`config.mk`:
```
export PLATFORM = sky130hd
export DESIGN_NAME = brew_sched
export DESIGN_NICKNAME = d
export VERILOG_FILES = /design/src/rtl/brew_sched_pkg.sv /design/src/rtl/brew_sched_rr_arb2.sv /design/src/rtl/brew_sched.sv
export SDC_FILE = /design/constraint.sdc
export NUM_CORES = 1
export LEC_CHECK = 0
export ABC_AREA = 0
export BUFFER_PORTS_ARGS = -buffer_cell sky130_fd_sc_hd__buf_2
export CAP_MARGIN = 10
export CORE_ASPECT_RATIO = 1.1
export CORE_MARGIN = 10
export CORE_UTILIZATION = 43
export DETAILED_ROUTE_END_ITERATION = 10
export PLACE_DENSITY_LB_ADDON = 0.15
export SETUP_SLACK_MARGIN = 0.5
export SLEW_MARGIN = 20
export SYNTH_ARGS = -nofsm -noshare
export SYNTH_HDL_FRONTEND = slang
export SYNTH_SLANG_ARGS = --single-unit
```
`constraint.sdc`:
```
create_clock -name CLK -period 2 [get_ports CLK]
set_input_delay 0.6 -clock CLK [delete_from_list [all_inputs] [get_ports CLK]]
set_output_delay 0.6 -clock CLK [all_outputs]
set_load 0.005 [all_outputs]
```
`src/rtl/brew_sched_pkg.sv`:
```
// Shared definitions for the brew scheduler: FSM state codes, default
// phase lengths and a small index-to-one-hot helper.
package brew_sched_pkg;

  typedef enum logic [2:0] {
    ST_IDLE  = 3'd0,
    ST_CUP   = 3'd1,
    ST_POUR  = 3'd2,
    ST_DONE  = 3'd3,
    ST_FAULT = 3'd4
  } state_t;

  localparam int CUP_CYC_DEF  = 4;
  localparam int POUR_CYC_DEF = 8;
  localparam int CNT_W_DEF    = 8;

  function automatic logic [1:0] onehot2(input logic idx);
    return idx ? 2'b10 : 2'b01;
  endfunction

endpackage

```
`src/rtl/brew_sched_rr_arb2.sv`:
```
// rr_arb2: two-way round-robin arbiter, purely combinational.
//   cand[1:0]  in   requesters competing this cycle
//   last       in   index of the requester served most recently
//   win[1:0]   out  one-hot winner, 00 when no candidate
module rr_arb2 (
  input  logic [1:0] cand,
  input  logic       last,
  output logic [1:0] win
);

  always_comb begin
    win = 2'b00;
    case (cand)
      2'b01:   win = 2'b01;
      2'b10:   win = 2'b10;
      // On a tie the requester not served last time wins.
      2'b11:   win = last ? 2'b01 : 2'b10;
      default: win = 2'b00;
    endcase
  end

endmodule

```
`src/rtl/brew_sched.sv`:
```
// brew_sched: shares one brewing unit between two vending front-ends.
// Sale pulses are queued (depth 1 per front-end), arbitrated round-robin
// and served with a timed cup-drop / cup-check / pour sequence.
//   CLK       in   system clock, rising edge
//   RST       in   synchronous reset, active-high
//   req[1:0]  in   1-cycle sale pulse per front-end
//   cup_ok    in   cup-present sensor, looked at on the last CUP cycle
//   busy      out  sequence in progress (CUP/POUR/DONE/FAULT)
//   gnt[1:0]  out  one-hot owner for the whole sequence
//   cup_drop  out  cup dropper drive
//   pour      out  pour valve drive
//   done[1:0] out  1-cycle completion pulse to the owner
//   refund[1:0] out 1-cycle refund pulse to the owner on missing cup
//
// state    | meaning
// ---------+----------------------------------------------
// ST_IDLE  | waiting; arbitrates pending | req
// ST_CUP   | cup_drop held for CUP_CYC cycles
// ST_POUR  | pour held for POUR_CYC cycles
// ST_DONE  | done pulse to owner, then back to idle
// ST_FAULT | refund pulse to owner, then back to idle
module brew_sched
  import brew_sched_pkg::*;
#(
  parameter int CUP_CYC  = CUP_CYC_DEF,
  parameter int POUR_CYC = POUR_CYC_DEF,
  parameter int CNT_W    = CNT_W_DEF
) (
  input  logic       CLK,
  input  logic       RST,
  input  logic [1:0] req,
  input  logic       cup_ok,
  output logic       busy,
  output logic [1:0] gnt,
  output logic       cup_drop,
  output logic       pour,
  output logic [1:0] done,
  output logic [1:0] refund
);

  localparam logic [CNT_W-1:0] CUP_LD  = CNT_W'(CUP_CYC - 1);
  localparam logic [CNT_W-1:0] POUR_LD = CNT_W'(POUR_CYC - 1);

  state_t           state, state_nxt;
  logic [CNT_W-1:0] cnt, cnt_nxt;
  logic [1:0]       pending, pending_nxt;
  logic             last, last_nxt;
  logic             owner, owner_nxt;
  logic [1:0]       cand, win;

  assign cand = pending | req;

  rr_arb2 u_arb (
    .cand (cand),
    .last (last),
    .win  (win)
  );

  always_ff @(posedge CLK) begin
    if (RST) begin
      state   <= ST_IDLE;
      cnt     <= '0;
      pending <= 2'b00;
      last    <= 1'b1;
      owner   <= 1'b0;
    end else begin
      state   <= state_nxt;
      cnt     <= cnt_nxt;
      pending <= pending_nxt;
      last    <= last_nxt;
      owner   <= owner_nxt;
    end
  end

  always_comb begin
    state_nxt   = state;
    cnt_nxt     = cnt;
    owner_nxt   = owner;
    last_nxt    = last;
    // Requests are captured in every state; a repeat while already
    // pending simply ORs into the same bit and is lost.
    pending_nxt = pending | req;
    case (state)
      ST_IDLE: begin
        if (cand != 2'b00) begin
          state_nxt   = ST_CUP;
          owner_nxt   = win[1];
          cnt_nxt     = CUP_LD;
          pending_nxt = cand & ~win;
        end
      end
      ST_CUP: begin
        if (cnt != '0) begin
          cnt_nxt = cnt - CNT_W'(1);
        end else if (cup_ok) begin
          state_nxt = ST_POUR;
          cnt_nxt   = POUR_LD;
        end else begin
          state_nxt = ST_FAULT;
        end
      end
      ST_POUR: begin
        if (cnt != '0) cnt_nxt = cnt - CNT_W'(1);
        else           state_nxt = ST_DONE;
      end
      ST_DONE, ST_FAULT: begin
        last_nxt  = owner;
        state_nxt = ST_IDLE;
      end
      default: state_nxt = ST_IDLE;
    endcase
  end

  always_comb begin
    busy     = 1'b0;
    gnt      = 2'b00;
    cup_drop = 1'b0;
    pour     = 1'b0;
    done     = 2'b00;
    refund   = 2'b00;
    case (state)
      ST_CUP: begin
        busy     = 1'b1;
        gnt      = onehot2(owner);
        cup_drop = 1'b1;
      end
      ST_POUR: begin
        busy = 1'b1;
        gnt  = onehot2(owner);
        pour = 1'b1;
      end
      ST_DONE: begin
        busy = 1'b1;
        gnt  = onehot2(owner);
        done = onehot2(owner);
      end
      ST_FAULT: begin
        busy   = 1'b1;
        gnt    = onehot2(owner);
        refund = onehot2(owner);
      end
      default: ;
    endcase
  end

endmodule

```
[Yosys cells after proc, flatten, opt, wreduce, memory -nomap -nowiden]
Index checks and enable logic that the tools add are counted.
Operators by class
  $add $sub $neg: 1
  equal/unequal tests: 12
  mux-type cells: 21
  bitwise operators: 3
  reduce and logical (&&, ||, !) cells: 9
Operators with widths (number)
  8-bit 2-to-1 mux: 4
  8-bit one-hot mux with 3 select lines: 1
  2-bit 2-to-1 mux: 7
  3-bit 2-to-1 mux: 4
  3-bit one-hot mux with 3 select lines: 1
  2-bit inequality test, second input constant: 4
  8-bit nonzero test: 1
  8-bit by 1-bit subtractor with 8-bit output, second input constant: 1
  3-bit by 2-bit == test with 1-bit output, second input constant: 2
  2-bit one-hot mux with 3 select lines: 1
  2-bit == test, second input constant: 2
  4-bit AND reduction: 1
  4-bit OR reduction: 1
  3-bit by 1-bit == test with 1-bit output, second input constant: 1
  3-bit == test, second input constant: 1
  3-bit zero test: 1
  1-bit 2-to-1 mux: 3
  3-bit inequality test, second input constant: 1
  3-bit AND reduction: 1
  3-bit nonzero test: 1
  2-bit bitwise AND: 1
  2-bit by 1-bit == test with 1-bit output, second input constant: 1
  2-bit inverter: 1
  2-bit bitwise OR: 1
  other kinds (3): 3
Storage, ports and cells
  register bits after elaboration: 15
  input bits: 5
  output and inout port bits: 9
  word-level logic and storage cells: 51

[Longest topological paths before layout]
Gate-level depths: netlist of run 1.
  depth after elaboration: 7
  gate-level depth with buffers: 7
  depth with buffers taken out: 6

[Modules after synthesis]
A second synthesis of run 1 with hierarchy kept.
Second synthesis, totals
  cells, all modules: 113
  area total of the unflattened synthesis: 915.9 µm²
Modules (own cells, without submodules)
  brew_sched: times used 1, cells each 110, area each 897.1 µm², seq. area each 300.3 µm²
  rr_arb2: times used 1, cells each 3, area each 18.8 µm², seq. area each 0.0 µm²

[Worst setup path before layout of run 1]
OpenSTA, ideal clock, no wires.
  kind: register -> register
  start: register cnt[0]
  end: register cnt[5]
  setup time: 130 ps
  arrival time: 1845 ps
  data required time: 1870 ps
  path slack: 25 ps
  stages on the path, launching flop included: 8
  path buffers: 1
  clock period less this slack: 1975 ps
  cell sequence: dfxtp_1 > inv_1 > ha_1 > or4b_4 > buf_6 > or3_4 > a311oi_1 > o32ai_1
On the way
  cells in the longest elaborated chain, start to end: 3
  elaborated cells between the ends (all ways): 8
  those cells by class: add/sub (1); eq/ne (2); mux (3); reduce/logical (2)
RTL lines
  start: declaration: RTL line brew_sched.sv:45  | logic [CNT_W-1:0] cnt, cnt_nxt;
  start signal: assignment: RTL line brew_sched.sv:68  | cnt <= cnt_nxt;
  8-bit by 1-bit subtractor with 8-bit output or 8-bit nonzero test (tied branches): RTL line brew_sched.sv:94, brew_sched.sv:103, brew_sched.sv:93
  8-bit 2-to-1 mux (tied with other cells): RTL line brew_sched.sv:103  | if (cnt != '0) cnt_nxt = cnt - CNT_W'(1);
  8-bit one-hot mux with 3 select lines or 4-bit AND reduction (tied branches)
Several ways; a longest one is shown, not always the timed one. The select of a mux whose other input is x is not followed.
A chain may end at the register's enable or synchronous reset.

[Final worst setup path of run 1]
  start: register cnt[1]
  end: register state[0]
On the way
  cells in the longest elaborated chain, start to end: 3
  elaborated cells between the ends (all ways): 4
  those cells by class: eq/ne (2); reduce/logical (2)
RTL lines
  8-bit nonzero test (*): RTL line brew_sched.sv:93, brew_sched.sv:103
  2-bit inequality test (no source line)
  3-bit AND reduction (no source line) (*)
  end signal: assignment: RTL line brew_sched.sv:67  | state <= state_nxt;
  end: declaration: RTL line brew_sched.sv:44  | state_t state, state_nxt;
Every way passes the cells marked *; elsewhere a longest branch is shown, timed or not.

==> results of run 1 <==
area by class of cell:
type                    count  area (um^2)
fillers                   173          669
clock buffers               4         26.3
well taps                  28         35.0
inverters                   9         41.3
flip-flops and latches     15          309
repair buffers             33          246
multi-input cells          84          714
path summary, 6_finish.rpt:
check | startpoint | end | slack (ns) | cells after the start
min | cnt[7]$_SDFFE_PP0P_ | cnt[7]$_SDFFE_PP0P_ | 0.49 | 2
min reg2reg | cnt[7]$_SDFFE_PP0P_ | cnt[7]$_SDFFE_PP0P_ | 0.49 | 2
max reg2reg | cnt[1]$_SDFFE_PP0P_ | state[0]$_SDFFE_PP0P_ | 0.04 | 8
max | cnt[1]$_SDFFE_PP0P_ | state[0]$_SDFFE_PP0P_ | 0.04 | 8
worst max-delay path: stages (launching register included):
cell	delay [ns]
dfxtp_2	0.33
inv_2	0.08
ha_4	0.13
or4b_4	0.49
buf_6	0.15
nor3_2	0.15
buf_4	0.17
o41ai_4	0.11
o32ai_2	0.27
cell usage after synthesis, drive strengths merged, types with 2 or more instances:
master / number / area, um^2
buf: 4 / 25.0
a311oi: 3 / 32.5
dfxtp: 15 / 300
a21oi: 3 / 15.0
nand2b: 2 / 12.5
or4b: 2 / 23.8
a211oi: 2 / 20.0
o211ai: 2 / 15.0
or3: 5 / 36.3
clkbuf: 2 / 7.51
and2: 2 / 12.5
a32o: 2 / 20.0
nor3: 7 / 35.0
o21ai: 6 / 30.0
nor4: 3 / 18.8
nand2: 6 / 22.5
nor3b: 2 / 15.0
or3b: 2 / 17.5
nand3: 2 / 10.0
o32ai: 4 / 42.6
inv: 8 / 30.0
nor2: 11 / 41.3
layer usage:
metal | part of all wire | global-route usage
met2 | 0.54 | 0.235
met1 | 0.38 | 0.133
met3 | 0.068 | 0.0386
met5 | 0 | 0
met4 | 0.019 | 0.0695
report_power, final:
part           total, W  internal (W)  switching, W
Clock          0.000180     0.0000775      0.000103
Combinational   0.00157      0.000774      0.000797
Sequential     0.000513      0.000405      0.000108
Total           0.00227       0.00126       0.00101
through the flow:
stage	hold WS, ns	std cells	power [W]
3_3_place_gp	0.461	161	0.00164
3_5_place_dp	0.479	161	0.00166
2_1_floorplan	0.450	114	0.00137
5_1_grt	0.519	173	0.00241
4_1_cts	0.479	173	0.00207
6_report	0.495	173	0.00227
repair_timing:
action,4_1_cts,5_1_grt
endpoints found under the setup margin,20,21
gates resized for setup,14,16
pin swaps,13,9
hold buffers,0,0
setup buffers,8,0
gates cloned,0,0
flip-flops by register name, indices dropped and copies added (netlist names):
| signal | flops |
|---|---|
| last | 1 |
| owner | 1 |
| pending | 2 |
| cnt | 8 |
| state | 3 |
cell families after synthesis:
family	count (synthesis)
and+or+nand+nor	50
DFF	15
adders and majority gates	1
AOI/OAI and AO/OA	31
xor gates and xnor gates	1
buffers and inverters	15
muxes	1
placed cells by master (no fill, tap or decap), types with 2 or more instances in the layout:
| cell type | count |
|---|---|
| nor4_1 | 2 |
| nor2_1 | 8 |
| o21ai_0 | 4 |
| nand2_1 | 4 |
| a211oi_2 | 2 |
| nor3_2 | 2 |
| nand3_1 | 2 |
| a311oi_2 | 3 |
| o32ai_2 | 2 |
| nor3_1 | 5 |
| o21ai_1 | 2 |
| buf_4 | 15 |
| nand2_2 | 2 |
| buf_2 | 11 |
| dfxtp_1 | 10 |
| a21oi_1 | 3 |
| or3b_4 | 2 |
| or3_4 | 2 |
| nand2b_1 | 2 |
| clkbuf_4 | 3 |
| inv_2 | 2 |
| buf_6 | 7 |
| or3_1 | 3 |
| inv_1 | 5 |
| o32ai_1 | 2 |
| o211ai_1 | 2 |
| dfxtp_2 | 4 |
| a32o_1 | 2 |
| nor2_2 | 2 |
==> results.cfg, run 1 <==
[worst_setup_path]
cp-start-kind = flip-flop
required_ns = 2.20
cp.arrival_ns = 2.17
critPathKind = flip-flop to flip-flop
endpoint_kind = flip-flop
crit_fanout = 4

[detailed_routing]
dr.pass1.iters = 6
vias = 1061
wl_per_cell_um = 16.5
viasPerCell = 6.13
routed_wl_um = 2850
detail-route-antenna-nets = 0
drcViolationCount = 0
dr.first_iter.drc_count = 53

[clocking]
clock-sinks = 15
numCtsBuffers = 3
cts.path.max_buffers = 2
cts.htree.levels = 1
clk_latency_ns = 0.29
cts-root-buf = clkbuf_4
cts.clk_slew.worst_paths_ns = 0.10
cts_tree = built

[synthesis]
syn-cell-area_um2 = 937
ys_ff_latch = 15
synth_top_flop_cell = dfxtp_1
yosys_warnings = 0
synth_fp_nets = 120
ys_types = 49
synthArstFlopShare = 0
synth.area.mux_share = 0.0107
synth_xor_area_frac = 0.00935
synth_edf_count = 0
netlist_instances = 114
synth.avg_cell_area_um2 = 8.22
synth-compound-area-share = 0.267
synth_top_family_by_area = simple AND/OR/NAND/NOR gates
synthAdderAreaFrac = 0.0134
seq_area_frac_synth = 0.320
yosys.area_share.simple = 0.308

[sta]
slew_headroom = 0.637
tns_ns = 0
finalMaxSlewViolations = 0
fin_crit_ns = 1.96
max_freq_mhz = 509
fin_crit_sh = 0.982
setup_ws_ns = 0.0366
rsz0062_at_grt = yes
fin_skew_ns = 0.00899
setup_viol = 0
finalHoldViolCount = 0
tightest_slew_ns = 0.542

[placement]
gp_congestion = 0.894
place_area_um2 = 1150
place_ws_ns = -0.170
dp_hpwl_um = 1930
port-buffer-count = 13

[power_and_ir_drop]
p_leak_nw = 0.547
powerDensity_nw_per_um2 = 1650
irDropWorstVdd_mv = 0.887

[run]
cap_violations = 0

[global_route]
grt_pass1_vias = 1012
grt_max_degree = 12
grt_pass1_wl_um = 4640
antenna_found_initial = 0
overflow = 0
track_usage = 0.129

[finish]
syn_to_final_growth_pct = 46.5
final_cell_area_um2 = 1370
fin_util = 0.672
nets = 152
drive_gt1_frac = 0.510
diodes = 0

[floorplan]
start_util = 0.459
coreArea_um2 = 2040
fp.dieW_um = 64.5
die_area_um2 = 4450
fp.dieH_um = 69.0
rows = 17
ios = 14

[min_path]
min_path_type = flip-flop to flip-flop

[run_status]
outcome = finished, final reports clean
Note: power is estimated with default switching activity, not from simulation.
==> inputs of run 2 (changes only) <==
==> constraint.sdc (replaced) <==
create_clock -name CLK -period 1.6 [get_ports CLK]
set_input_delay 0.48 -clock CLK [delete_from_list [all_inputs] [get_ports CLK]]
set_output_delay 0.48 -clock CLK [all_outputs]
set_load 0.005 [all_outputs]
==> run 2 against run 1 <==
  * The flow now finishes with violations (negative setup slack)
  * Die area unchanged
  * Clock skew down 0.0077 ns
  * Cell area rose by 19%
  * Non-clock buffer count is 24 higher
  * Highest routed layer unchanged
==> results.cfg, run 2 (synthesis gave the netlist of run 1 again) <==
[worst_setup_path]
cp.arrival_ns = 2.18
crit_chain = inv_2, ha_4, or4b_4, buf_6, a211oi_2, buf_4, o41ai_4, o32ai_1
required_ns = 1.80
critPathKind = flip-flop to flip-flop
cp-start-kind = flip-flop
crit_fanout = 5
path_buf_inv = 3
cpPeakStageDelay_ns = 0.50
cp_top_family = simple AND/OR/NAND/NOR gates
worst_path_max_delay_cell = or4b_4
endpoint_kind = flip-flop

[power_and_ir_drop]
switching_power_w = 0.00149
internal_power_w = 0.00191
pwr-share-clk = 0.070
p_leak_nw = 0.693
powerDensity_nw_per_um2 = 2080
combPwrFrac = 0.749
p_sw_frac = 0.439
seqPwrFrac = 0.182
irDropWorstVdd_mv = 1.36

[clocking]
cts.path.max_buffers = 2
cts_tree = built
numCtsBuffers = 3
clk_latency_ns = 0.30
cts.clk_slew.worst_paths_ns = 0.10
clock-sinks = 15
cts-root-buf = clkbuf_4
cts_hold_buf = 0
cts.htree.levels = 1

[sta]
finalMaxSlewViolations = 0
rsz0062_at_grt = yes
finalHoldViolCount = 0
fin_crit_sh = 1.23
hold_ws_ns = 0.407
fin_crit_ns = 1.98
fin_skew_ns = 0.00126
tightest_slew_ns = 0.540
setup_ws_ns = -0.375
slew_headroom = 0.639
setup_viol = 20
max_freq_mhz = 506

[detailed_routing]
routed_wl_um = 3450
wl_met1_um = 1520
dr.pass1.iters = 4
highest_layer = met4
wl_per_cell_um = 17.5
drcViolationCount = 0
dr.first_iter.drc_count = 123
vias = 1160
met2_length_um = 1600
detail-route-antenna-nets = 0
viasPerCell = 5.89
wl_met3_um = 225

[run_status]
violations = negative setup slack
outcome = finished with violations

[min_path]
min_path_type = input pin to flip-flop

[global_route]
grt_pass1_wl_um = 4910
antenna_found_initial = 0
grt_max_degree = 13
track_usage = 0.135
overflow = 0
grt_pass1_vias = 1114

[finish]
layout_commonest_cell = buf_4
regMostFlops = cnt
largest_reg_flops = 8
fin_util = 0.800
layout_common_cells = buf_4 (33), buf_6 (13), buf_2 (11)
nets = 176
syn_to_final_growth_pct = 74.2
drive_gt1_frac = 0.615
top_regs = cnt: 8 flops, state: 3 flops, pending: 2 flops
diodes = 0

[floorplan]
fp.dieW_um = 64.5
coreArea_um2 = 2040
start_util = 0.459
ios = 14
die_area_um2 = 4450
rows = 17
fp.dieH_um = 69.0

[placement]
port-buffer-count = 13
place_ws_ns = -0.405
gp_congestion = 0.895
dp_hpwl_um = 2010

[run]
cap_violations = 0
## run 2: metrics by stage
step	std cells	area (um^2)	power, W	TNS [ns]
2_1_floorplan	114	1050	0.00176	-2.66
3_3_place_gp	182	1340	0.00241	-3.15
3_5_place_dp	182	1340	0.00245	-3.37
4_1_cts	191	1460	0.00290	-5.36
5_1_grt	197	1630	0.00361	-7.11
6_report	197	1630	0.00340	-5.84
## run 2: layer usage
metal,vias to the layer above,track usage
li1,550,-
met1,534,0.158
met2,56,0.225
met3,20,0.0435
met4,0,0.0535
met5,-,0
## run 2: path summary, 6_finish.rpt
kind / end / startpoint / slack, ns / cells after the start
max reg2reg: state[0]$_SDFFE_PP0P_ / cnt[1]$_SDFFE_PP0P_ / -0.38 / 8
max: state[0]$_SDFFE_PP0P_ / cnt[1]$_SDFFE_PP0P_ / -0.38 / 8
min reg2reg: cnt[7]$_SDFFE_PP0P_ / cnt[7]$_SDFFE_PP0P_ / 0.49 / 2
min: owner$_SDFFE_PP0P_ / RST / 0.41 / 2
## run 2: cell type report
cell class	instances	area, um^2
inverters	9	36.3
fillers	122	409
repair buffers	57	449
multi-input cells	84	772
flip-flops and latches	15	313
well taps	28	35.0
clock inverters	1	5.00
clock buffers	3	22.5
## run 2: power by group through the flow
stage | Clock [W] | Combinational [W] | Sequential, W
finish | 0.000236 | 0.00255 | 0.000617
global route | 0.000251 | 0.00272 | 0.000631
CTS | 0.000230 | 0.00207 | 0.000601
detailed placement | 0 | 0.00184 | 0.000608
global placement | 0 | 0.00181 | 0.000607
floorplan | 0 | 0.00116 | 0.000603
## run 2: timing repair
action / 4_1_cts / 5_1_grt
resized for setup: 16 / 25
cloned: 0 / 0
pin swaps: 10 / 12
setup endpoints to repair: 24 / 24
buffers inserted: 5 / 6
==> inputs of run 3 (changes only) <==
--- a/config.mk
+++ b/config.mk
@@ -6,11 +6,12 @@
 export NUM_CORES = 1
 export LEC_CHECK = 0
 export ABC_AREA = 0
+export ABC_CLOCK_PERIOD_IN_PS = 1600
 export BUFFER_PORTS_ARGS = -buffer_cell sky130_fd_sc_hd__buf_2
 export CAP_MARGIN = 10
 export CORE_ASPECT_RATIO = 1.1
 export CORE_MARGIN = 10
-export CORE_UTILIZATION = 43
+export CORE_UTILIZATION = 40
 export DETAILED_ROUTE_END_ITERATION = 10
 export PLACE_DENSITY_LB_ADDON = 0.15
 export SETUP_SLACK_MARGIN = 0.5
==> run 3 against run 2 <==
  * Clock-buffer cell count up 1
  * The flow still finishes with violations (negative setup slack)
  * Clock power hardly changed
  * Largest power group unchanged
  * First-iteration DRC count is 57% lower
  * Sequential share of layout area grew 0.14 points
  * Critical path depth up 1
==> results.cfg, run 3 (synthesis gave the netlist of run 1 again) <==
[run_status]
outcome = finished with violations
violations = negative setup slack

[floorplan]
fp.dieH_um = 70.8
rows = 18
ios = 14
coreArea_um2 = 2250
start_util = 0.416
fp.dieW_um = 66.2
die_area_um2 = 4680

[worst_setup_path]
cp.arrival_ns = 2.22
critPathKind = flip-flop to flip-flop
endpoint_kind = flip-flop
crit_fanout = 5
cp-start-kind = flip-flop
required_ns = 1.82

[global_route]
antenna_found_initial = 0
track_usage = 0.136
grt_max_degree = 12
grtUsageMet2 = 0.243
top_usage_layer = met2
grt_pass1_vias = 1140
use_met1 = 0.137
overflow = 0
grt_pass1_wl_um = 5100
grtUsageMet3 = 0.0331

[finish]
syn_to_final_growth_pct = 70.2
regMostFlops = cnt
largest_reg_flops = 8
layout_common_cells = buf_4 (37), buf_2 (12), dfxtp_1 (9)
layout_commonest_cell = buf_4
stdcell_count = 200
top_regs = cnt: 8 flops, state: 3 flops, pending: 2 flops
nets = 177
drive_gt1_frac = 0.606
diodes = 0

[clocking]
cts_tree = built
clk_latency_ns = 0.30
cts.path.max_buffers = 2
clock-sinks = 15
cts.htree.levels = 1
cts_hold_buf = 0
cts.clk_slew.worst_paths_ns = 0.10
cts-root-buf = clkbuf_4
numCtsBuffers = 3

[sta]
setup_viol = 20
fin_crit_sh = 1.26
finalMaxSlewViolations = 0
fin_crit_ns = 2.01
tightest_slew_ns = 0.521
hold_ws_ns = 0.477
rsz0062_at_grt = yes
setup_ws_ns = -0.409
finalHoldViolCount = 0
fin_skew_ns = 0.00674
max_freq_mhz = 498
slew_headroom = 0.651

[power_and_ir_drop]
irDropWorstVdd_mv = 1.29
finalPower_w = 0.00324
p_leak_nw = 0.700
powerDensity_nw_per_um2 = 2030

[placement]
port-buffer-count = 13
place_ws_ns = -0.394
gp_congestion = 0.844
dp.cells = 187
dp_hpwl_um = 2260

[min_path]
min_path_type = input pin to flip-flop

[detailed_routing]
detail-route-antenna-nets = 0
routed_wl_um = 3280
vias = 1128
wl_per_cell_um = 16.4
drcViolationCount = 0
dr.pass1.iters = 5
viasPerCell = 5.64
dr.first_iter.drc_count = 53

[run]
cap_violations = 0
[run 3: cell count changes in the layout (fill, tap and decap cells not counted), moves of 2 or more]
cell     before  now
buf_4        33   37
buf_6        13    8
nor2_2        0    3
dfxtp_4       2    0
inv_2         2    4
nor2_1        7    5
dfxtp_2       4    6
[run 3: stage by stage]
step	utilization	TNS [ns]	area (um^2)
after floorplan	-	-2.66	1050
after global placement	0.608	-3.12	1370
after detailed placement	0.608	-3.41	1370
after CTS	0.661	-4.89	1490
after global routing	0.708	-6.75	1600
final	0.708	-5.15	1600
[run 3: critical path: stages (launching register included)]
cell and delay [ns]:
dfxtp_2 0.33, inv_2 0.07, ha_4 0.12, or4b_4 0.50
buf_6 0.15, a211oi_2 0.16, buf_4 0.20, buf_4 0.13
a311oi_2 0.04, o32ai_1 0.22
[run 3: worst paths after layout]
check / startpoint / slack [ns] / cells after the start / end
worst max register to register: cnt[1]$_SDFFE_PP0P_ / -0.41 / 9 / cnt[5]$_SDFFE_PP0P_
worst min-delay path: cup_ok / 0.48 / 3 / state[1]$_SDFFE_PP0P_
worst max-delay path: cnt[1]$_SDFFE_PP0P_ / -0.41 / 9 / cnt[5]$_SDFFE_PP0P_
worst min register to register: cnt[7]$_SDFFE_PP0P_ / 0.49 / 2 / cnt[7]$_SDFFE_PP0P_
[run 3: cell type report]
| class | count | area (um^2) |
|---|---|---|
| clock buffer | 4 | 26.3 |
| inverter | 9 | 33.8 |
| tap | 30 | 37.5 |
| fill | 171 | 657 |
| sequential | 15 | 308 |
| multi-input combinational | 84 | 747 |
| timing repair buffer | 58 | 443 |
[run 3: repair_timing]
| item | 4_1_cts | 5_1_grt |
|---|---|---|
| pin swaps | 15 | 5 |
| resized for setup | 20 | 12 |
| buffers inserted | 2 | 7 |
| endpoints found under the setup margin | 24 | 24 |
[run 3: power breakdown]
part / switching, W / internal, W / total, W
combinational: 0.00113 / 0.00126 / 0.00239
clock: 0.000138 / 0.0000973 / 0.000235
sequential: 0.000110 / 0.000504 / 0.000613
[run 3: routing by layer]
metal | up-vias | routed length [um]
li1 | 554 | -
met1 | 539 | 1270
met2 | 24 | 1770
met3 | 11 | 137
met4 | 0 | 99
met5 | - | 0
